==> src/rtl/vga_timing_if.sv <==
// Video stream bundle carried between the timing source and every draw stage.
// The timing generator drives it through the 'out' (or 'master') modport and
// consumers read it through 'slave'.
interface vga_if;
  logic [10:0] vcount;
  logic        vsync;
  logic        vblnk;
  logic [10:0] hcount;
  logic        hsync;
  logic        hblnk;
  logic [11:0] rgb;

  modport master (output vcount, vsync, vblnk, hcount, hsync, hblnk, rgb);
  modport out    (output vcount, vsync, vblnk, hcount, hsync, hblnk, rgb);
  modport slave  (input  vcount, vsync, vblnk, hcount, hsync, hblnk, rgb);
endinterface

==> src/rtl/vga_timing.sv <==
// Head of the video pipeline: walks the raster one pixel slot per pix_en step
// and publishes counts, sync and blanking flags, all registered together.
// Optional build macro VGA_TIMING_FRAME_CNT_EN adds a 16-bit frame counter.
module vga_timing #(
  parameter int H_ACTIVE  = 800,
  parameter int H_FP      = 40,
  parameter int H_SYNC    = 128,
  parameter int H_BP      = 88,
  parameter int V_ACTIVE  = 600,
  parameter int V_FP      = 1,
  parameter int V_SYNC    = 4,
  parameter int V_BP      = 23,
  parameter bit HSYNC_POL = 1'b1,
  parameter bit VSYNC_POL = 1'b1
) (
  input  logic clk,
  input  logic rst,
  input  logic pix_en,
  vga_if.out   out,
  output logic frame_start,
  output logic line_start
`ifdef VGA_TIMING_FRAME_CNT_EN
  ,
  output logic [15:0] frame_cnt
`endif
);

  localparam int H_TOTAL = H_ACTIVE + H_FP + H_SYNC + H_BP;
  localparam int V_TOTAL = V_ACTIVE + V_FP + V_SYNC + V_BP;

  localparam logic [10:0] H_LAST = 11'(H_TOTAL - 1);
  localparam logic [10:0] V_LAST = 11'(V_TOTAL - 1);

  // Window edges are kept 12 bits wide so a window ending exactly at 2048 still compares correctly.
  localparam logic [11:0] H_BLNK_START = 12'(H_ACTIVE);
  localparam logic [11:0] H_SYNC_START = 12'(H_ACTIVE + H_FP);
  localparam logic [11:0] H_SYNC_END   = 12'(H_ACTIVE + H_FP + H_SYNC);
  localparam logic [11:0] V_BLNK_START = 12'(V_ACTIVE);
  localparam logic [11:0] V_SYNC_START = 12'(V_ACTIVE + V_FP);
  localparam logic [11:0] V_SYNC_END   = 12'(V_ACTIVE + V_FP + V_SYNC);

  // The 11-bit counters cannot address a raster larger than 2048 in either direction.
  if (H_TOTAL > 2048 || V_TOTAL > 2048) begin : g_size_check
    $error("vga_timing: H_TOTAL and V_TOTAL must not exceed 2048");
  end

  logic [10:0] hcount;
  logic [10:0] vcount;
  logic        hsync;
  logic        vsync;
  logic        hblnk;
  logic        vblnk;

  logic        h_wrap;
  logic        v_wrap;
  logic [10:0] hcount_nxt;
  logic [10:0] vcount_nxt;
  logic        hsync_nxt;
  logic        vsync_nxt;
  logic        hblnk_nxt;
  logic        vblnk_nxt;

  // Next raster position: step along the line, wrapping into the next line and frame.
  always_comb begin
    h_wrap     = (hcount == H_LAST);
    v_wrap     = h_wrap && (vcount == V_LAST);
    hcount_nxt = h_wrap ? 11'd0 : hcount + 11'd1;
    vcount_nxt = vcount;
    if (h_wrap) begin
      vcount_nxt = (vcount == V_LAST) ? 11'd0 : vcount + 11'd1;
    end
  end

  // Flags are derived from the next counts so they land in the same register stage as the counts.
  always_comb begin
    hblnk_nxt = ({1'b0, hcount_nxt} >= H_BLNK_START);
    vblnk_nxt = ({1'b0, vcount_nxt} >= V_BLNK_START);
    hsync_nxt = ~HSYNC_POL;
    vsync_nxt = ~VSYNC_POL;
    if ({1'b0, hcount_nxt} >= H_SYNC_START && {1'b0, hcount_nxt} < H_SYNC_END) begin
      hsync_nxt = HSYNC_POL;
    end
    if ({1'b0, vcount_nxt} >= V_SYNC_START && {1'b0, vcount_nxt} < V_SYNC_END) begin
      vsync_nxt = VSYNC_POL;
    end
  end

  // Output register: advance on pix_en, otherwise hold everything except the one-cycle pulses.
  always_ff @(posedge clk or negedge rst) begin
    if (!rst) begin
      hcount      <= 11'd0;
      vcount      <= 11'd0;
      hblnk       <= 1'b0;
      vblnk       <= 1'b0;
      hsync       <= ~HSYNC_POL;
      vsync       <= ~VSYNC_POL;
      line_start  <= 1'b0;
      frame_start <= 1'b0;
    end else if (pix_en) begin
      hcount      <= hcount_nxt;
      vcount      <= vcount_nxt;
      hblnk       <= hblnk_nxt;
      vblnk       <= vblnk_nxt;
      hsync       <= hsync_nxt;
      vsync       <= vsync_nxt;
      line_start  <= h_wrap;
      frame_start <= v_wrap;
    end else begin
      line_start  <= 1'b0;
      frame_start <= 1'b0;
    end
  end

`ifdef VGA_TIMING_FRAME_CNT_EN
  // Frame counter for animation, bumped on the same step that raises frame_start.
  always_ff @(posedge clk or negedge rst) begin
    if (!rst) begin
      frame_cnt <= 16'd0;
    end else if (pix_en && v_wrap) begin
      frame_cnt <= frame_cnt + 16'd1;
    end
  end
`endif

  assign out.hcount = hcount;
  assign out.vcount = vcount;
  assign out.hsync  = hsync;
  assign out.vsync  = vsync;
  assign out.hblnk  = hblnk;
  assign out.vblnk  = vblnk;
  assign out.rgb    = 12'h000;

endmodule
==> src/flat_wrapper.sv <==
// flat-port wrapper written by rule: the top's interface ports become plain ports
module vga_timing_flat 
#(
  parameter int H_ACTIVE  = 800,
  parameter int H_FP      = 40,
  parameter int H_SYNC    = 128,
  parameter int H_BP      = 88,
  parameter int V_ACTIVE  = 600,
  parameter int V_FP      = 1,
  parameter int V_SYNC    = 4,
  parameter int V_BP      = 23,
  parameter bit HSYNC_POL = 1'b1,
  parameter bit VSYNC_POL = 1'b1
)
  (clk, rst, pix_en, frame_start, line_start, out_vcount, out_vsync, out_vblnk, out_hcount, out_hsync, out_hblnk, out_rgb);
  vga_if out_i ();
  input  logic clk;
  input  logic rst;
  input  logic pix_en;
  output logic frame_start;
  output logic line_start;
  output wire logic [$bits(out_i.vcount)-1:0] out_vcount;
  output wire logic [$bits(out_i.vsync)-1:0] out_vsync;
  output wire logic [$bits(out_i.vblnk)-1:0] out_vblnk;
  output wire logic [$bits(out_i.hcount)-1:0] out_hcount;
  output wire logic [$bits(out_i.hsync)-1:0] out_hsync;
  output wire logic [$bits(out_i.hblnk)-1:0] out_hblnk;
  output wire logic [$bits(out_i.rgb)-1:0] out_rgb;
  assign out_vcount = out_i.vcount;
  assign out_vsync = out_i.vsync;
  assign out_vblnk = out_i.vblnk;
  assign out_hcount = out_i.hcount;
  assign out_hsync = out_i.hsync;
  assign out_hblnk = out_i.hblnk;
  assign out_rgb = out_i.rgb;
  vga_timing #(.H_ACTIVE(H_ACTIVE), .H_FP(H_FP), .H_SYNC(H_SYNC), .H_BP(H_BP), .V_ACTIVE(V_ACTIVE), .V_FP(V_FP), .V_SYNC(V_SYNC), .V_BP(V_BP), .HSYNC_POL(HSYNC_POL), .VSYNC_POL(VSYNC_POL)) u_core (.clk(clk), .rst(rst), .pix_en(pix_en), .out(out_i), .frame_start(frame_start), .line_start(line_start));
endmodule
==> config.mk <==
export PLATFORM = sky130hd
export DESIGN_NAME = vga_timing_flat
export DESIGN_NICKNAME = d
export VERILOG_FILES = /design/src/rtl/vga_timing_if.sv /design/src/rtl/vga_timing.sv /design/src/flat_wrapper.sv
export SDC_FILE = /design/constraint.sdc
export NUM_CORES = 1
export LEC_CHECK = 0
export BUFFER_PORTS_ARGS = -buffer_cell sky130_fd_sc_hd__buf_4
export CORE_ASPECT_RATIO = 1.1
export CORE_MARGIN = 3
export CORE_UTILIZATION = 35
export DETAILED_ROUTE_END_ITERATION = 16
export GPL_TIMING_DRIVEN = 0
export REMOVE_ABC_BUFFERS = 1
export SYNTH_ARGS = -nofsm -noshare
export SYNTH_HDL_FRONTEND = slang
export SYNTH_SLANG_ARGS = --single-unit
==> constraint.sdc <==
create_clock -name clk -period 2.1 [get_ports clk]
set_input_delay 0.21 -clock clk [delete_from_list [all_inputs] [get_ports clk]]
set_output_delay 0.21 -clock clk [all_outputs]
set_load 0.1 [all_outputs]
== After elaboration in Yosys (flattened, before gate mapping) ==
Cells that the tools add are included.
Cells by class
  $mul: 0
  bitwise operators: 0
  div/mod/pow operators: 0
  $add $sub $neg: 2
  mux-type cells: 7
  reductions and logical operators: 3
  magnitude comparators: 6
  shift operators: 0
  equal/unequal tests: 2
Operators by type and width (number)
  greater-or-equal comparator 11 x 10 -> 1 bit, second input constant: 4
  2-to-1 mux 11 bit: 3
  adder 11 x 1 -> 11 bit, second input constant: 2
  < comparator 11 x 10 -> 1 bit, second input constant: 2
  equality test 11 x 10 -> 1 bit, second input constant: 1
  equality test 11 bit, second input constant: 1
  2-to-1 mux 1 bit: 4
  logical AND 1 bit: 3
Word-level totals
  memories kept: 0
  input bits: 3
  bits in writable memories: 0
  latch bits: 0
  bits in registers: 28
  memory bits (read-only): 0
  word-level logic and storage cells: 28
  output and inout port bits: 40

== Longest topological paths before layout ==
  depth in word-level cells: 6
  depth in mapped cells: 11
  depth with buffers taken out: 8

== Least setup slack after synthesis ==
Ideal clock, no wire load.
  kind: register to register
  start point: register u_core.hcount[0] (netlist: u_core.out.hcount[0])
  end point: register u_core.vsync (netlist: u_core.out.vsync)
  arrival time: 2.716 ns
  slack: -0.720 ns
  clock period less this slack: 2.820 ns
  stages on the path, launching flop included: 9
  library setup time: 0.104 ns
  data required time: 1.996 ns
  buffers on the path: 1
  cells stage by stage: dfrtp_1 ha_1 and4_1 buf_4 nand3_2 o31a_2 nor3_4 nand4_1 o41ai_2
On the way
  longest elaborated chain between the ends: 5
  elaborated cells on any way between the ends: 6
  those cells by class: order compare (2); eq/ne (1); mux (2); reduce/logical (1)
RTL lines
  start, declared: line vga_timing.sv:47  | logic [10:0] hcount;
  start signal, assigned: line vga_timing.sv:100  | hcount <= hcount_nxt;
  equality test 11 bit (*): line vga_timing.sv:65  | h_wrap = (hcount == H_LAST);
  2-to-1 mux 11 bit (*): line vga_timing.sv:69  | if (h_wrap) begin
  greater-or-equal comparator 11 x 10 -> 1 bit or < comparator 11 x 10 -> 1 bit (tied branches): line vga_timing.sv:83  | if ({1'b0, vcount_nxt} >= V_SYNC_START && {1'b0, vcount_nxt} < V_SYNC_END) begin
  logical AND 1 bit (*): line vga_timing.sv:83
  2-to-1 mux 1 bit (*): line vga_timing.sv:83
  end signal, assigned: line vga_timing.sv:96  | vsync <= ~VSYNC_POL;
  end signal, assigned: line vga_timing.sv:105  | vsync <= vsync_nxt;
  end, declared: line vga_timing.sv:50  | logic vsync;
Every way passes the cells marked *; elsewhere a longest branch is shown, timed or not.
A chain may end at the register's enable or synchronous reset.

== Final worst setup path ==
  start point: register u_core.vcount[2] (netlist: u_core.out.vcount[2])
  end point: register u_core.vblnk (netlist: u_core.out.vblnk)
On the way
  longest elaborated chain between the ends: 4
  elaborated cells on any way between the ends: 5
  those cells by class: add/sub (1); order compare (1); eq/ne (1); mux (2)
RTL lines
  start, declared: line vga_timing.sv:48  | logic [10:0] vcount;
  start signal, assigned: line vga_timing.sv:101  | vcount <= vcount_nxt;
  adder 11 x 1 -> 11 bit or equality test 11 x 10 -> 1 bit (tied branches): line vga_timing.sv:70  | vcount_nxt = (vcount == V_LAST) ? 11'd0 : vcount + 11'd1;
  2-to-1 mux 11 bit: line vga_timing.sv:70
  2-to-1 mux 11 bit (*): line vga_timing.sv:69
  greater-or-equal comparator 11 x 10 -> 1 bit (*): line vga_timing.sv:77  | vblnk_nxt = ({1'b0, vcount_nxt} >= V_BLNK_START);
  end signal, assigned: line vga_timing.sv:103  | vblnk <= vblnk_nxt;
  end, declared: line vga_timing.sv:52  | logic vblnk;
Marked as above.

==> metrics.yaml <==
stdcell_count: 338
netlist_instances: 224
core.rowCount: 27
rr_endpoint: "u_core.out.vblnk"
hold_viol_final: 0
grt_use_met3_pct: 2.146
status: "complete, but fails checks"
cp_num_buf_inv: 3
synth_area_um2: 1949
cts_made_buffers: 3
crit_cells: 9
grtUsageMet1_pct: 20.21
routabilityCongestion: 0.8348
slowest_stage: "dfrtp_2"
violations: "setup timing"
cts_max_level: 1
timing_worst_setup_path_type: "reg -> reg"
cts_tree: "built"
diodes: 0
ys.warnings.count: 0
r2r_cells: 9
p_leak_nw: 1.106
final_common_cell: "buf_4"
cp_data_arrival_time_ns: 2.27
detail_route.iter0.violations: 116
finalSetupViolations: 2
utilization_pct: 47.72
end_kind: "register"
hold_end: "u_core.out.hcount[10]"
period_share_pct: 100.9
powerDensity_nw_per_um2: 870.6
synth_top_cell_area_share_pct: 35.94
grt_pass1_wl_um: 8155
path_clk_slew_ns: 0.10
dp.cells: 310
core_um2: 5202
chipWidth_um: 77.16
antenna_found_initial: 0
hold_depth: 3
finalWirelength_um: 4854
maxCapViolCount: 0
dp_hpwl_um: 3098
numPortBuffers: 30
cpPeakStageDelay_ns: 0.50
finalNetCount: 273
drive_above_1_share_pct: 33.46
drv_slew: 0
cp_top_family: "simple AND/OR/NAND/NOR gates"
vias: 1810
final_cell_mix: "buf_4, nand2_1, dfrtp_1"
wl_per_cell_um: 14.36
io_pins: 43
grt_setup_unrepaired: "true"
avgSynthCellArea_um2: 8.703
synth_area_leaders: "dfrtp_1, buf_4, nand2_1"
fin_crit_ns: 2.118
vias_per_cell: 5.355
synthToLayoutAreaGrowth_pct: 27.34
nFillCells: 525
met2_usage_pct: 24.74
r2r_setup_slack_ns: -0.02
crit_top_cell: "buf_4"
drc: 0
worstReg2RegStart: "u_core.out.vcount[2]"
crit_chain: "nor4b_4, nand4_1, buf_4, o211ai_1, a22oi_1, nand4_1, buf_4, buf_4, o221ai_1"
die_y_um: 84.27
initial_utilization_pct: 37.47
fin_hold_ws_ns: 0.2999
top_usage_layer: "met2"
hold_start: "pix_en"
overflow: 0
fmax_ghz: 0.4721
synth.yosys.seq_area_share_pct: 35.94
grt_max_degree: 29
setup_slack_ns: -0.01823
clock_path_buffers: 2
synth_top_cell_by_area: "dfrtp_1"
clock_sinks: 28
first_pass_iters: 4
fin_area_um2: 2482
cp_data_required_time_ns: 2.26
crit_path_start_kind: "register"
skew_ns: 0.006646
grt_pass1_vias: 1692
hold_path.class: "in -> reg"
synthArstFlopShare_pct: 100.0
die_area_um2: 6502
clk_latency_ns: 0.28
cts_root_buf: "clkbuf_8"
grtUsageTotal_pct: 15.05
synth.distinct_cells: 54
crit_fanout: 10
antenna_left: 0
synth_seq_cells: 28
synth_edf_count: 0
setup_tns_ns: -0.02439
dpl-instance-area_um2: 2142
ir_drop_v: 0.0007870
synth_flop_cell: "dfrtp_1"
-- registers in the layout (all words and copies together), names as in the netlist --
| name | cells |
|---|---|
| u_core.out.hcount | 11 |
| u_core.out.vcount | 11 |
| u_core.out.vblnk | 1 |
| u_core.out.vsync | 1 |
| u_core.line_start | 1 |
| u_core.out.hsync | 1 |
| u_core.out.hblnk | 1 |
| u_core.frame_start | 1 |
-- synthesized netlist by cell type, types with 3 or more instances --
master    count
a31oi_1       9
xnor2_1       7
or3_1         4
dfrtp_1      28
and4_1        3
nand2_1      26
ha_1          3
nand3_1      14
nor2_1       11
a21oi_1       6
a21o_1        3
inv_1         4
buf_4        13
nor3_1        3
o21ai_0      15
o21ai_1       3
o31ai_1       4
clkbuf_1      7
buf_2         5
nand4_1       6
and3_1        7
-- layout make-up --
class,count,area (um2),area share (%)
multi-input cells,174,1185,47.73
flip-flops and latches,28,714.4,28.78
repair buffers,54,415.4,16.73
well taps,72,90.09,3.629
clock buffers,4,55.05,2.218
inverters,6,22.52,0.9073
-- cells by family (layout without fill, tap and decap cells) --
| family | Yosys count | in the layout | synth area share [%] |
|---|---|---|---|
| other | 1 | 12 | 0.1924 |
| buffers and inverters | 33 | 64 | 9.563 |
| DFF | 28 | 28 | 35.94 |
| AOI/OAI and AO/OA | 56 | 56 | 19.06 |
| and+or+nand+nor | 89 | 89 | 26.51 |
| adders and majority gates | 3 | 3 | 1.926 |
| xor gates and xnor gates | 9 | 9 | 4.044 |
| muxes | 5 | 5 | 2.760 |
-- what timing repair did --
action | 4_1_cts | 5_1_grt
hold buffers | 1 | 0
setup endpoints to repair | 14 | 4
endpoints found under the hold margin | 28 | 0
setup buffers | 18 | 5
pin swaps | 11 | 6
gates resized for setup | 25 | 7
-- stage by stage --
step | power (mW) | worst slack, ns
final | 2.161 | -0.01823
after detailed placement | 1.733 | -0.5109
after CTS | 2.154 | -0.01099
after global placement | 1.724 | -0.4956
after floorplan | 1.531 | -0.7895
after global routing | 2.272 | -0.2088
-- routing by layer --
layer,share of wire (%),up-vias
met4,1.8,0
met1,45,857
met5,0,-
met2,48,55
li1,-,890
met3,5.3,8
-- tightest hold or removal path: stages --
cell and delay, ns:
buf_4 0.20, nand2_1 0.09, o21ai_1 0.05
-- report_power, final --
part / internal, mW / total [mW] / switching (mW)
logic: 0.243 / 1.05 / 0.805
clock network: 0.168 / 0.351 / 0.183
registers: 0.612 / 0.762 / 0.150
total: 1.02 / 2.16 / 1.14
-- worst max-delay path by stage --
stage                  endpoint                 start
3_5_place_dp   u_core.out.vsync  u_core.out.hcount[0]
3_3_place_gp   u_core.out.vsync  u_core.out.hcount[0]
5_1_grt        u_core.out.vsync  u_core.out.vcount[2]
4_1_cts        u_core.out.vsync  u_core.out.hcount[8]
2_1_floorplan  u_core.out.vsync  u_core.out.hcount[0]
6_report       u_core.out.vblnk  u_core.out.vcount[2]
No activity file was read; power rests on OpenSTA's default activity.
